File: config.mk
export PLATFORM = sky130hd
export DESIGN_NAME = button_debounce
export DESIGN_NICKNAME = d
export VERILOG_FILES = /design/src/rtl/button_pkg.sv /design/src/rtl/debounce_chan.sv /design/src/rtl/button_debounce.sv
export SDC_FILE = /design/constraint.sdc
export NUM_CORES = 1
export LEC_CHECK = 0
export CAP_MARGIN = 20
export CORE_MARGIN = 8
export CORE_UTILIZATION = 45
export CTS_CLUSTER_SIZE = 28
export DETAILED_ROUTE_END_ITERATION = 8
export PLACE_DENSITY = 0.67
export SYNTH_ARGS = -nofsm -noshare
export SYNTH_HDL_FRONTEND = slang
export SYNTH_HIERARCHICAL = 1
export SYNTH_SLANG_ARGS = --single-unit
File: constraint.sdc
create_clock -name clk -period 2.45 [get_ports clk]
set_input_delay 0.49 -clock clk [delete_from_list [all_inputs] [get_ports clk]]
set_output_delay 0.49 -clock clk [all_outputs]
set_load 0.01 [all_outputs]
File: src/rtl/button_pkg.sv
// Shared definitions for the button conditioning block.
// Pure declarations: no logic, no latency.
// No flow control; consumers of btn_vec_t sample levels directly.
package button_pkg;

    localparam int BTN_NUM_DEFAULT = 4;

    typedef logic [BTN_NUM_DEFAULT-1:0] btn_vec_t;

    // Raw pin level when nobody is touching the button.
    function automatic logic idle_lvl(input logic active_low);
        return active_low;
    endfunction

endpackage

File: src/rtl/debounce_chan.sv
// One button channel: 2-flop synchronizer, integrating debounce counter, press/release pulses.
// Latency: a clean raw edge reaches pressed 2**CNT_WIDTH + 2 clk later; pulses coincide with it.
// No backpressure: pulses are single-cycle and cannot be stalled. `BUTTON_AUTOREPEAT_EN adds press autorepeat.
module debounce_chan
    import button_pkg::*;
#(
    parameter int CNT_WIDTH  = 18,
    parameter int ACTIVE_LOW = 1
`ifdef BUTTON_AUTOREPEAT_EN
    ,
    parameter int REPEAT_DELAY  = 25000000,
    parameter int REPEAT_PERIOD = 5000000
`endif
) (
    input  logic clk,
    input  logic rst_n,
    input  logic btn_raw,
    output logic pressed,
    output logic press,
    output logic release_pulse
);

    localparam logic IDLE = idle_lvl(ACTIVE_LOW != 0);
    localparam logic POL  = (ACTIVE_LOW != 0);

    logic                 s1_q, s1_d;
    logic                 s2_q, s2_d;
    logic                 pressed_q, pressed_d;
    logic                 press_q, press_d;
    logic                 rel_q, rel_d;
    logic [CNT_WIDTH-1:0] cnt_q, cnt_d;
    logic                 act;
    logic                 mismatch;
    logic                 commit;
    logic                 rpt_fire;

    always_comb begin
        s1_d      = btn_raw;
        s2_d      = s1_q;
        act       = s2_q ^ POL;
        mismatch  = (act != pressed_q);
        // Saturation is the commit point, so the counter never wraps.
        commit    = mismatch && (&cnt_q);
        cnt_d     = '0;
        if (mismatch && !commit) begin
            cnt_d = cnt_q + 1'b1;
        end
        pressed_d = commit ? act : pressed_q;
        press_d   = (commit && act) || rpt_fire;
        rel_d     = commit && !act;
    end

    always_ff @(posedge clk or negedge rst_n) begin
        if (!rst_n) begin
            s1_q      <= IDLE;
            s2_q      <= IDLE;
            pressed_q <= 1'b0;
            press_q   <= 1'b0;
            rel_q     <= 1'b0;
            cnt_q     <= '0;
        end else begin
            s1_q      <= s1_d;
            s2_q      <= s2_d;
            pressed_q <= pressed_d;
            press_q   <= press_d;
            rel_q     <= rel_d;
            cnt_q     <= cnt_d;
        end
    end

`ifdef BUTTON_AUTOREPEAT_EN
    localparam int RPT_W = $clog2(REPEAT_DELAY + 1);

    logic [RPT_W-1:0] rpt_q, rpt_d;

    // A commit while held is a release commit: it clears rpt and suppresses any repeat.
    always_comb begin
        rpt_d    = '0;
        rpt_fire = 1'b0;
        if (pressed_q && !commit) begin
            if (rpt_q == RPT_W'(REPEAT_DELAY - 1)) begin
                rpt_fire = 1'b1;
                rpt_d    = RPT_W'(REPEAT_DELAY - REPEAT_PERIOD);
            end else begin
                rpt_d = rpt_q + 1'b1;
            end
        end
    end

    always_ff @(posedge clk or negedge rst_n) begin
        if (!rst_n) begin
            rpt_q <= '0;
        end else begin
            rpt_q <= rpt_d;
        end
    end
`else
    assign rpt_fire = 1'b0;
`endif

    assign pressed       = pressed_q;
    assign press         = press_q;
    assign release_pulse = rel_q;

endmodule

File: src/rtl/button_debounce.sv
// Debounces NUM_BUTTONS raw button pins into clean levels plus press/release pulses (release is a reserved word, hence release_pulse).
// Latency: 2**CNT_WIDTH + 2 clk from a clean raw edge to pressed/press/release_pulse.
// No backpressure; channels are independent. `BUTTON_AUTOREPEAT_EN enables press autorepeat.
module button_debounce
    import button_pkg::*;
#(
    parameter int NUM_BUTTONS   = BTN_NUM_DEFAULT,
    parameter int CNT_WIDTH     = 18,
    parameter int ACTIVE_LOW    = 1,
    parameter int REPEAT_DELAY  = 25000000,
    parameter int REPEAT_PERIOD = 5000000
) (
    input  logic                   clk,
    input  logic                   rst_n,
    input  logic [NUM_BUTTONS-1:0] BUTTON,
    output logic [NUM_BUTTONS-1:0] pressed,
    output logic [NUM_BUTTONS-1:0] press,
    output logic [NUM_BUTTONS-1:0] release_pulse
);

    for (genvar i = 0; i < NUM_BUTTONS; i++) begin : g_chan
        debounce_chan #(
            .CNT_WIDTH     (CNT_WIDTH),
            .ACTIVE_LOW    (ACTIVE_LOW)
`ifdef BUTTON_AUTOREPEAT_EN
            ,
            .REPEAT_DELAY  (REPEAT_DELAY),
            .REPEAT_PERIOD (REPEAT_PERIOD)
`endif
        ) u_chan (
            .clk           (clk),
            .rst_n         (rst_n),
            .btn_raw       (BUTTON[i]),
            .pressed       (pressed[i]),
            .press         (press[i]),
            .release_pulse (release_pulse[i])
        );
    end

endmodule

# Word level (Yosys, flattened, before mapping)

Index checks and enable logic that the tools add are counted.

Flip-flop bits (word level): 92
Bits in latches: 0
RAM bits: 0
Memory bits (read-only): 0
Input port bits: 6
Output and inout port bits: 12
Memories: 0

Add/sub/neg operators: 4
Multiply operators: 0
Div/mod/pow operators: 0
Magnitude comparators: 0
Equality and inequality tests: 4
Shifts and indexed selects: 0
Mux-type cells: 4
Bitwise gates (word level): 4
Reduce and logical (&&, ||, !) cells: 24

Operator list:

| cell                    | count |
|---|---|
| $add A18 B1 Y18 const B | 4 |
| $mux W18                | 4 |
| $reduce_and A18 Y1      | 4 |
| $logic_and A1 B1 Y1     | 16 |
| $logic_not A1 Y1        | 4 |
| $ne A1 B1 Y1            | 4 |
| $not A1 Y1              | 4 |

# Longest topological paths before layout

Gate-level depths: netlist of the first run.

Depth after elaboration: 6
Depth in mapped cells: 6
Mapped depth without buffers: 5

# Cells and area by module

The synthesis of the first run kept the hierarchy.

Modules (own cells, without submodules):

| module        | instances | cells each | area an instance (um^2) |
|---|---|---|---|
| debounce_chan | 4         | 100        | 1098.6 |

# Worst setup path before layout of the first run

Ideal clock, no wire load.

Path type: register -> register
Start point: reg g_chan[0].u_chan.cnt_q[0]
End point: reg g_chan[0].u_chan.cnt_q[16]
Library setup time: 66 ps
Arrival time: 1452 ps
Data required time: 2384 ps
Setup slack: 932 ps
Cell stages (with the launch flop): 7
Buffers on the path: 1
Clock period less this slack: 1518 ps
Cell sequence: dfrtp_1 -> ha_1 -> and4_1 -> buf_2 -> nand4_2 -> or4_1 -> nand2_1

Word-level cells in the longest chain between the ends: 5

RTL lines:

| item                                                                    | line                | RTL |
|---|---|---|
| from (decl)                                                             | debounce_chan.sv:31 | `logic [CNT_WIDTH-1:0] cnt_q, cnt_d;` |
| from (signal assigned)                                                  | debounce_chan.sv:67 | `cnt_q <= cnt_d;` |
| parallel branches: the longest is 4 deep, another holds $add A18 B1 Y18 | --                  |  |
| $mux W18 (*)                                                            | debounce_chan.sv:45 | `if (mismatch && !commit) begin` |
| named net g_chan[0].u_chan.cnt_d[16]                                    | debounce_chan.sv:31 |  |

Mark *: on every way through the listed nets, which the timed path passes.
A chain may end at the register's enable or synchronous reset.

# Worst setup path after layout of the first run

Start point: reg g_chan[2].u_chan.pressed_q
End point: out pressed[2]

RTL lines:

| item                   | line                  | RTL |
|---|---|---|
| from (decl)            | debounce_chan.sv:28   | `logic pressed_q, pressed_d;` |
| from (signal assigned) | debounce_chan.sv:64   | `pressed_q <= pressed_d;` |
| to (decl)              | button_debounce.sv:16 | `output logic [NUM_BUTTONS-1:0] pressed,` |

No word-level cell between the ends.

==> results of run 1 <==
logic make-up (layout without fill, tap and decap cells):
logic type	Yosys count	after routing
mux	4	4
fa+ha+maj	4	4
flops	92	92
compound gates	24	24
buf+inv	20	46
xor+xnor	60	60
simple gates	196	196
state kept, by name, indices dropped and copies added (netlist names):
signal                       cells
g_chan.u_chan/cnt_q             72
g_chan.u_chan/press              4
g_chan.u_chan/pressed            4
g_chan.u_chan/release_pulse      4
g_chan.u_chan/s1_q               4
g_chan.u_chan/s2_q               4
per-layer routing:
layer,vias up,part of all wire (%),track usage [%]
li1,1449,-,-
met1,1467,48,16.7
met2,35,49,20.2
met3,4,2.5,2.73
met4,0,0.89,4.38
met5,-,0,0
final cells by class:
type	count	area, sq um
fill	880	4760
inverter	12	45.0
timing repair buffer	18	188
clock inverter	5	42.5
tap	133	166
sequential	92	2310
clock buffer	11	151
multi-input combinational	288	1970
Yosys cell counts (8+ instances only):
master   count
a31o_2       8
dfrtp_1     84
nor4_1      12
dfstp_2      8
inv_1       12
and3_1      12
xor2_1      32
nor3_1       8
nand4_1     20
nand2_1     28
xnor2_1     28
nor2_1      64
nand3_1     16
worst paths after layout:
kind / cells after the start / endpoint
worst max-delay path: 1 / pressed[2]
worst min-delay path: 1 / g_chan[1].u_chan/press
worst max register to register: 5 / g_chan[2].u_chan/cnt_q[16]
worst min register to register: 0 / g_chan[0].u_chan/s2_q
max in group asynchronous: 2 / g_chan[0].u_chan/s1_q
min in group clk: 0 / g_chan[0].u_chan/s2_q
through the flow:
stage | util, % | area (sq um) | instances | worst slack, ns
3_5_place_dp | 48.6 | 4680 | 543 | 0.735
3_3_place_gp | 48.6 | 4680 | 543 | 0.813
4_1_cts | 50.6 | 4880 | 559 | 0.486
2_1_floorplan | - | 4390 | 400 | 0.932
5_1_grt | 50.6 | 4880 | 559 | 0.436
6_report | 50.6 | 4880 | 559 | 0.538
power breakdown:
group | total [mW] | internal [mW] | switching [mW]
sequential | 1.57 | 1.55 | 0.0229
clock | 0.973 | 0.436 | 0.537
combinational | 0.104 | 0.0325 | 0.0710
total | 2.64 | 2.01 | 0.631
cell usage in the layout (no fill, tap or decap), drive strengths merged, types with 14 or more instances in the layout:
master,count
nand4,28
nor2,64
nand3,16
dfrtp,84
xnor2,28
and3,16
nor4,16
clkdlybuf4s50,16
inv,14
nand2,28
xor2,32
==> impl_metrics.env, run 1 <==
export IMPL_synth_net_count=410
export IMPL_critPathTopFamily="buffers and inverters"
export IMPL_post_cts_buffers=0
export IMPL_hold_viol=0
export IMPL_startpoint="g_chan[2].u_chan/pressed"
export IMPL_drt_iter0_markers=146
export IMPL_layout_drive_gt1_share_pct=13.6
export IMPL_grt_max_degree=48
export IMPL_wl_mm=7.78
export IMPL_nets=431
export IMPL_ys_ff_latch=92
export IMPL_gp_congestion=0.806
export IMPL_die_h_um=115
export IMPL_clkTransAtPathRegs_ns=0.09
export IMPL_cts_repair_resized=0
export IMPL_vdd_ir_drop_max_uv=385
export IMPL_ys_warn_count=6
export IMPL_tns_ns=0
export IMPL_drc=0
export IMPL_whs_ns=0.143
export IMPL_worstPathRequired_ns=1.96
export IMPL_cts_sinks=92
export IMPL_synth_edf_count=0
export IMPL_synth_flop_cell="dfrtp_1"
export IMPL_clockBufferDepth=2
export IMPL_r2r_start="g_chan[2].u_chan/cnt_q[0]"
export IMPL_grt_pass1_wl_mm=13.8
export IMPL_grt_pass1_vias=2914
export IMPL_syn_area_per_cell_sq_um=11.0
export IMPL_design_core_area_sq_um=9640
export IMPL_viasPerCell=5.29
export IMPL_synth_compound_area_share_pct=4.10
export IMPL_cp_num_buf_inv=1
export IMPL_synth_seq_area_share_pct=52.6
export IMPL_slew_viol_final=0
export IMPL_cts_hold_buf=0
export IMPL_grt_overflow_total=0
export IMPL_hpwlAfterDp_mm=5.24
export IMPL_yosys_area_top_type_share_pct=47.8
export IMPL_htreeDepth=3
export IMPL_io_buffer_count=17
export IMPL_syn_instance_count=400
export IMPL_ant_nets=0
export IMPL_clockRootBuffer="clkbuf_8"
export IMPL_endpoint_kind="output port"
export IMPL_finalClockSkew_ns=0.0134
export IMPL_max_freq_mhz=523
export IMPL_power_leakage_nw=2.16
export IMPL_fin_crit_sh_pct=78.0
export IMPL_worst_pin_slew_ns=0.595
export IMPL_rsz0062_at_grt="false"
export IMPL_grt_usage_pct=12.7
export IMPL_num_vias=2955
export IMPL_die_w_um=115
export IMPL_insertion_delay_ns=0.35
export IMPL_initial_core_util_pct=45.6
export IMPL_die_area_sq_um=13200
export IMPL_firstDrtPassIters=4
export IMPL_antenna_found_initial=0
export IMPL_setup_violations_final=0
export IMPL_tritoncts="done"
export IMPL_crit_arrival_ns=1.42
export IMPL_synth_cell_types=30
export IMPL_crit_chain="clkdlybuf4s50_1"
export IMPL_critPathLaunchType="register"
export IMPL_rows=36
export IMPL_ff2ff_setup_slack_ns=0.70
export IMPL_critPathMaxFanout=6
export IMPL_routedWlPerCell_um=13.9
export IMPL_synthMuxAreaShare_pct=0.911
export IMPL_status="finished clean"
export IMPL_fin_crit_ns=1.91
export IMPL_synth_top_family_by_area="simple AND/OR/NAND/NOR gates"
export IMPL_antenna_diode_count=0
export IMPL_async_flop_share_pct=100
export IMPL_ios=18
export IMPL_yosys_area_share_xor_xnor_pct=12.0
export IMPL_critical_path_slowest_cell="clkdlybuf4s50_1"
export IMPL_p_per_area_nw_per_um2=542
export IMPL_hold_class="input port to async pin"
export IMPL_relSlewSlack_pct=60.3
export IMPL_finalPower_mw=2.64
export IMPL_crit_type="register to output port"
export IMPL_synth_area_leaders="dfrtp_1, xor2_1, xnor2_1"
export IMPL_syn_area_sq_um=4390
export IMPL_drv_cap=0
export IMPL_synthAdderAreaFrac_pct=1.14
export IMPL_max_stage_delay_ns=0.61
export IMPL_yosys_area_top_type="dfrtp_1"
export IMPL_synth_simple_gate_area_share_pct=26.8
export IMPL_areaGrowthSynthToFinish_pct=11.0
export IMPL_cts_buffers=9
Power figures use the tool's default switching activity.
==> inputs of run 2 (changes only) <==
PLACE_DENSITY = 0.69   (was 0.67)
clock period = 1.55 ns   (was 2.45 ns; I/O delays follow)
==> impl_metrics.env, run 2 (synthesis gave the netlist of run 1 again) <==
export IMPL_status="finished clean"
export IMPL_critPathLaunchType="register"
export IMPL_hold_viol=0
export IMPL_tns_ns=0
export IMPL_p_per_area_nw_per_um2=828
export IMPL_cts_sinks=92
export IMPL_firstDrtPassIters=4
export IMPL_critPathMaxFanout=6
export IMPL_clockRootBuffer="clkbuf_8"
export IMPL_crit_path_end="g_chan[3].u_chan/cnt_q[15]"
export IMPL_routedWlPerCell_um=13.6
export IMPL_power_leakage_nw=2.63
export IMPL_whs_ns=0.359
export IMPL_wl_mm=8.40
export IMPL_ff2ff_setup_slack_ns=0.05
export IMPL_fin_crit_sh_pct=97.0
export IMPL_insertion_delay_ns=0.35
export IMPL_finalPower_mw=4.53
export IMPL_gp_congestion=0.808
export IMPL_setup_violations_final=0
export IMPL_path_depth=6
export IMPL_clkPwrFrac_pct=40.5
export IMPL_max_freq_mhz=665
export IMPL_pre_cts_ws_ns=0.000975
export IMPL_netSwitchingPower_uw=952
export IMPL_worstPathRequired_ns=1.81
export IMPL_drv_cap=0
export IMPL_grt_max_degree=37
export IMPL_largest_reg_flops=72
export IMPL_viasPerCell=5.16
export IMPL_antenna_diode_count=0
export IMPL_max_stage_delay_ns=0.40
export IMPL_largest_register="g_chan.u_chan/cnt_q"
export IMPL_drt_iter0_markers=211
export IMPL_grt_pass1_wl_mm=14.6
export IMPL_cp_common_cell="buf_4"
export IMPL_die_w_um=115
export IMPL_slew_viol_final=0
export IMPL_internal_power_mw=3.58
export IMPL_grt_pass1_vias=3251
export IMPL_layout_commonest_cell="dfrtp_1"
export IMPL_ios=18
export IMPL_rows=36
export IMPL_finalClockSkew_ns=0.00753
export IMPL_num_vias=3194
export IMPL_rsz0062_at_grt="true"
export IMPL_tritoncts="done"
export IMPL_initial_core_util_pct=45.6
export IMPL_cts_buffers=9
export IMPL_worst_pin_slew_ns=0.434
export IMPL_netSwitchingFraction_pct=21.0
export IMPL_relSlewSlack_pct=70.9
export IMPL_grt_overflow_total=0
export IMPL_hold_class="register to register"
export IMPL_vdd_ir_drop_max_uv=386
export IMPL_r2r_end="g_chan[3].u_chan/cnt_q[15]"
export IMPL_clockBufferDepth=2
export IMPL_r2r_start="g_chan[3].u_chan/cnt_q[0]"
export IMPL_crit_type="register to register"
export IMPL_die_h_um=115
export IMPL_ant_nets=0
export IMPL_final_cell_mix="dfrtp_1, nor2_1, buf_4"
export IMPL_areaGrowthSynthToFinish_pct=24.5
export IMPL_drc=0
export IMPL_finalWorstSetupSlack_ns=0.0459
export IMPL_endpoint_kind="register"
export IMPL_htreeDepth=3
export IMPL_critPathTopFamily="flip-flops"
export IMPL_crit_arrival_ns=1.77
export IMPL_cp_num_buf_inv=2
export IMPL_startpoint="g_chan[3].u_chan/cnt_q[0]"
export IMPL_nets=491
export IMPL_clkTransAtPathRegs_ns=0.09
export IMPL_utilization_pct=56.7
export IMPL_fin_crit_ns=1.50
export IMPL_grt_usage_pct=13.5
export IMPL_antenna_found_initial=0
export IMPL_seqPwrFrac_pct=54.6
export IMPL_layout_drive_gt1_share_pct=27.2
export IMPL_critical_path_slowest_cell="dfrtp_1"
export IMPL_crit_chain="buf_4 > nand2_1 > nor2_1 > buf_4 > a31o_2 > a21oi_1"
export IMPL_die_area_sq_um=13200
export IMPL_io_buffer_count=17
export IMPL_hpwlAfterDp_mm=5.98
export IMPL_reg2regPathDepth=6
export IMPL_pwr_share_comb_pct=4.9
export IMPL_design_core_area_sq_um=9640
[run 2: power groups by stage]
stage	combinational, mW	sequential [mW]	clock (mW)
2_1_floorplan	0.0913	2.52	0
3_3_place_gp	0.212	2.51	0
3_5_place_dp	0.215	2.52	0
4_1_cts	0.218	2.47	1.89
5_1_grt	0.255	2.48	1.98
6_report	0.223	2.47	1.83
[run 2: per-layer routing]
layer,vias to the layer above,share of wire [%],global-route usage (%)
met3,10,2.2,2.57
met5,-,0,0
met1,1588,47,17.0
met4,0,1.1,4.12
li1,1564,-,-
met2,32,50,22.9
[run 2: final cells by class]
cell class	count	area, sq um
clock buffer	13	169
multi-input combinational	288	2060
clock inverter	3	67.6
timing repair buffer	78	648
tap	133	166
inverter	12	45.0
sequential	92	2320
fill	834	4170
[run 2: worst min-delay path by stage]
stage | to | slack (ns) | from | depth (start not counted)
6_report | g_chan[1].u_chan/s2_q | 0.36 | g_chan[1].u_chan/s1_q | 0
5_1_grt | g_chan[0].u_chan/s1_q | 0.35 | BUTTON[0] | 1
4_1_cts | g_chan[3].u_chan/s1_q | 0.35 | BUTTON[3] | 1
3_5_place_dp | g_chan[1].u_chan/cnt_q[5] | 0.24 | rst_n | 1
3_3_place_gp | g_chan[1].u_chan/cnt_q[5] | 0.24 | rst_n | 1
2_1_floorplan | g_chan[0].u_chan/cnt_q[0] | 0.01 | rst_n | 0
[run 2: metrics by stage]
| step | instances | cell area [sq um] |
|---|---|---|
| after floorplan | 400 | 4390 |
| after global placement | 597 | 5090 |
| after detailed placement | 597 | 5090 |
| after CTS | 616 | 5350 |
| after global routing | 619 | 5470 |
| final | 619 | 5470 |
[run 2: repair_timing]
| action | in CTS | in global routing |
|---|---|---|
| pin swaps | 0 | 2 |
| setup endpoints to repair | 10 | 70 |
| hold buffers | 1 | 0 |
| resized for setup | 12 | 25 |
| buffers inserted | 2 | 3 |
| endpoints found under the hold margin | 19 | 0 |
==> inputs of run 3 (changes only) <==
REMOVE_ABC_BUFFERS = 1   (was not set)
==> impl_metrics.env, run 3 (synthesis gave the netlist of run 1 again) <==
export IMPL_critPathLaunchType="register"
export IMPL_critical_path_slowest_cell="dfrtp_1"
export IMPL_rows=36
export IMPL_vdd_ir_drop_max_uv=423
export IMPL_cts_sinks=92
export IMPL_worst_pin_slew_ns=0.423
export IMPL_drv_cap=0
export IMPL_viasPerCell=5.19
export IMPL_insertion_delay_ns=0.35
export IMPL_fillers=856
export IMPL_drt_iter0_markers=122
export IMPL_die_h_um=115
export IMPL_fin_crit_ns=1.50
export IMPL_relSlewSlack_pct=71.7
export IMPL_initial_core_util_pct=45.6
export IMPL_nets=478
export IMPL_gp_congestion=0.867
export IMPL_die_w_um=115
export IMPL_layout_drive_gt1_share_pct=26.6
export IMPL_finalClockSkew_ns=0.0103
export IMPL_drc=0
export IMPL_clkTransAtPathRegs_ns=0.08
export IMPL_finalWorstSetupSlack_ns=0.0518
export IMPL_max_stage_delay_ns=0.45
export IMPL_status="finished clean"
export IMPL_grt_pass1_wl_mm=14.8
export IMPL_stdcell_count=606
export IMPL_crit_arrival_ns=1.74
export IMPL_grt_pass1_vias=3177
export IMPL_cts_buffers=9
export IMPL_design_core_area_sq_um=9640
export IMPL_antenna_diode_count=0
export IMPL_ff2ff_setup_slack_ns=0.05
export IMPL_tritoncts="done"
export IMPL_r2r_end="g_chan[0].u_chan/cnt_q[17]"
export IMPL_grt_usage_pct=13.8
export IMPL_firstDrtPassIters=4
export IMPL_p_per_area_nw_per_um2=827
export IMPL_antenna_found_initial=0
export IMPL_routedWlPerCell_um=13.7
export IMPL_endpoint_kind="register"
export IMPL_place_inst=581
export IMPL_num_vias=3148
export IMPL_grt_overflow_total=0
export IMPL_htreeDepth=3
export IMPL_layout_commonest_cell="dfrtp_1"
export IMPL_pre_cts_ws_ns=-0.0172
export IMPL_largest_register="g_chan.u_chan/cnt_q"
export IMPL_fin_crit_sh_pct=96.7
export IMPL_power_leakage_nw=2.48
export IMPL_rsz0062_at_grt="true"
export IMPL_ant_nets=0
export IMPL_crit_chain="nand4_4 > nor4_4 > o21ai_1 > a32o_1"
export IMPL_critPathMaxFanout=4
export IMPL_worstPathRequired_ns=1.79
export IMPL_r2r_start="g_chan[0].u_chan/cnt_q[8]"
export IMPL_critPathTopFamily="simple AND/OR/NAND/NOR gates"
export IMPL_areaGrowthSynthToFinish_pct=21.9
export IMPL_clockBufferDepth=2
export IMPL_hold_class="input port to async pin"
export IMPL_slew_viol_final=0
export IMPL_largest_reg_flops=72
export IMPL_grt_max_degree=46
export IMPL_die_area_sq_um=13200
export IMPL_wl_mm=8.32
export IMPL_cp_num_buf_inv=0
export IMPL_hpwlAfterDp_mm=5.83
export IMPL_crit_type="register to register"
export IMPL_clockRootBuffer="clkbuf_8"
export IMPL_ios=18
export IMPL_hold_viol=0
export IMPL_final_cell_mix="dfrtp_1, nor2_1, buf_4"
export IMPL_max_freq_mhz=667
export IMPL_reg2regPathDepth=4
export IMPL_io_buffer_count=17
export IMPL_setup_violations_final=0
[run 3: final cells by class]
type | instances | area, sq um | area share [%]
clock inverters | 6 | 87.6 | 1.64
clock buffers | 10 | 128 | 2.38
flip-flops and latches | 92 | 2330 | 43.5
multi-input cells | 288 | 2040 | 38.1
repair buffers | 65 | 561 | 10.5
well taps | 133 | 166 | 3.11
inverters | 12 | 45.0 | 0.841
[run 3: how the worst max path moves through the flow]
stage                                    from                          to  slack (ns)  cells after the start
6_report            g_chan[0].u_chan/cnt_q[8]  g_chan[0].u_chan/cnt_q[17]        0.05                      4
5_1_grt             g_chan[0].u_chan/cnt_q[8]    g_chan[0].u_chan/pressed      -0.007                      4
4_1_cts        g_chan[1].u_chan/release_pulse            release_pulse[1]      0.0006                      1
3_5_place_dp        g_chan[3].u_chan/cnt_q[1]  g_chan[3].u_chan/cnt_q[16]       -0.02                      5
3_3_place_gp        g_chan[1].u_chan/cnt_q[6]   g_chan[1].u_chan/cnt_q[5]        0.03                      4
2_1_floorplan       g_chan[0].u_chan/cnt_q[0]  g_chan[0].u_chan/cnt_q[16]        0.02                      5
[run 3: report_power, final]
part / internal, mW / switching (mW) / total [mW]
clock network: 0.912 / 0.825 / 1.74
registers: 2.44 / 0.0355 / 2.48
logic: 0.0885 / 0.124 / 0.213
[run 3: through the flow]
step / util, % / cell area [sq um] / TNS [ns] / total power, mW / hold slack [ns]
3_5_place_dp: 51.8 / 4990 / -0.0746 / 2.73 / 0.184
4_1_cts: 54.6 / 5270 / 0 / 4.51 / 0.330
6_report: 55.6 / 5360 / 0 / 4.43 / 0.350
5_1_grt: 55.6 / 5360 / -0.0258 / 4.64 / 0.323
3_3_place_gp: 51.8 / 4990 / 0 / 2.72 / 0.179
2_1_floorplan: - / 4330 / 0 / 2.60 / 0.0144
[run 3: repair_timing]
item | in CTS | in global routing
pin swaps | 0 | 6
setup endpoints to repair | 28 | 60
hold endpoints to repair | 12 | 0
resized for setup | 22 | 24
hold buffers | 1 | 0
buffers inserted | 4 | 4
[run 3: routing by layer]
layer,GRT usage (%),share of wire [%]
met4,4.90,1.2
met1,17.0,47
met3,3.47,3.0
met5,0,0
met2,23.1,49
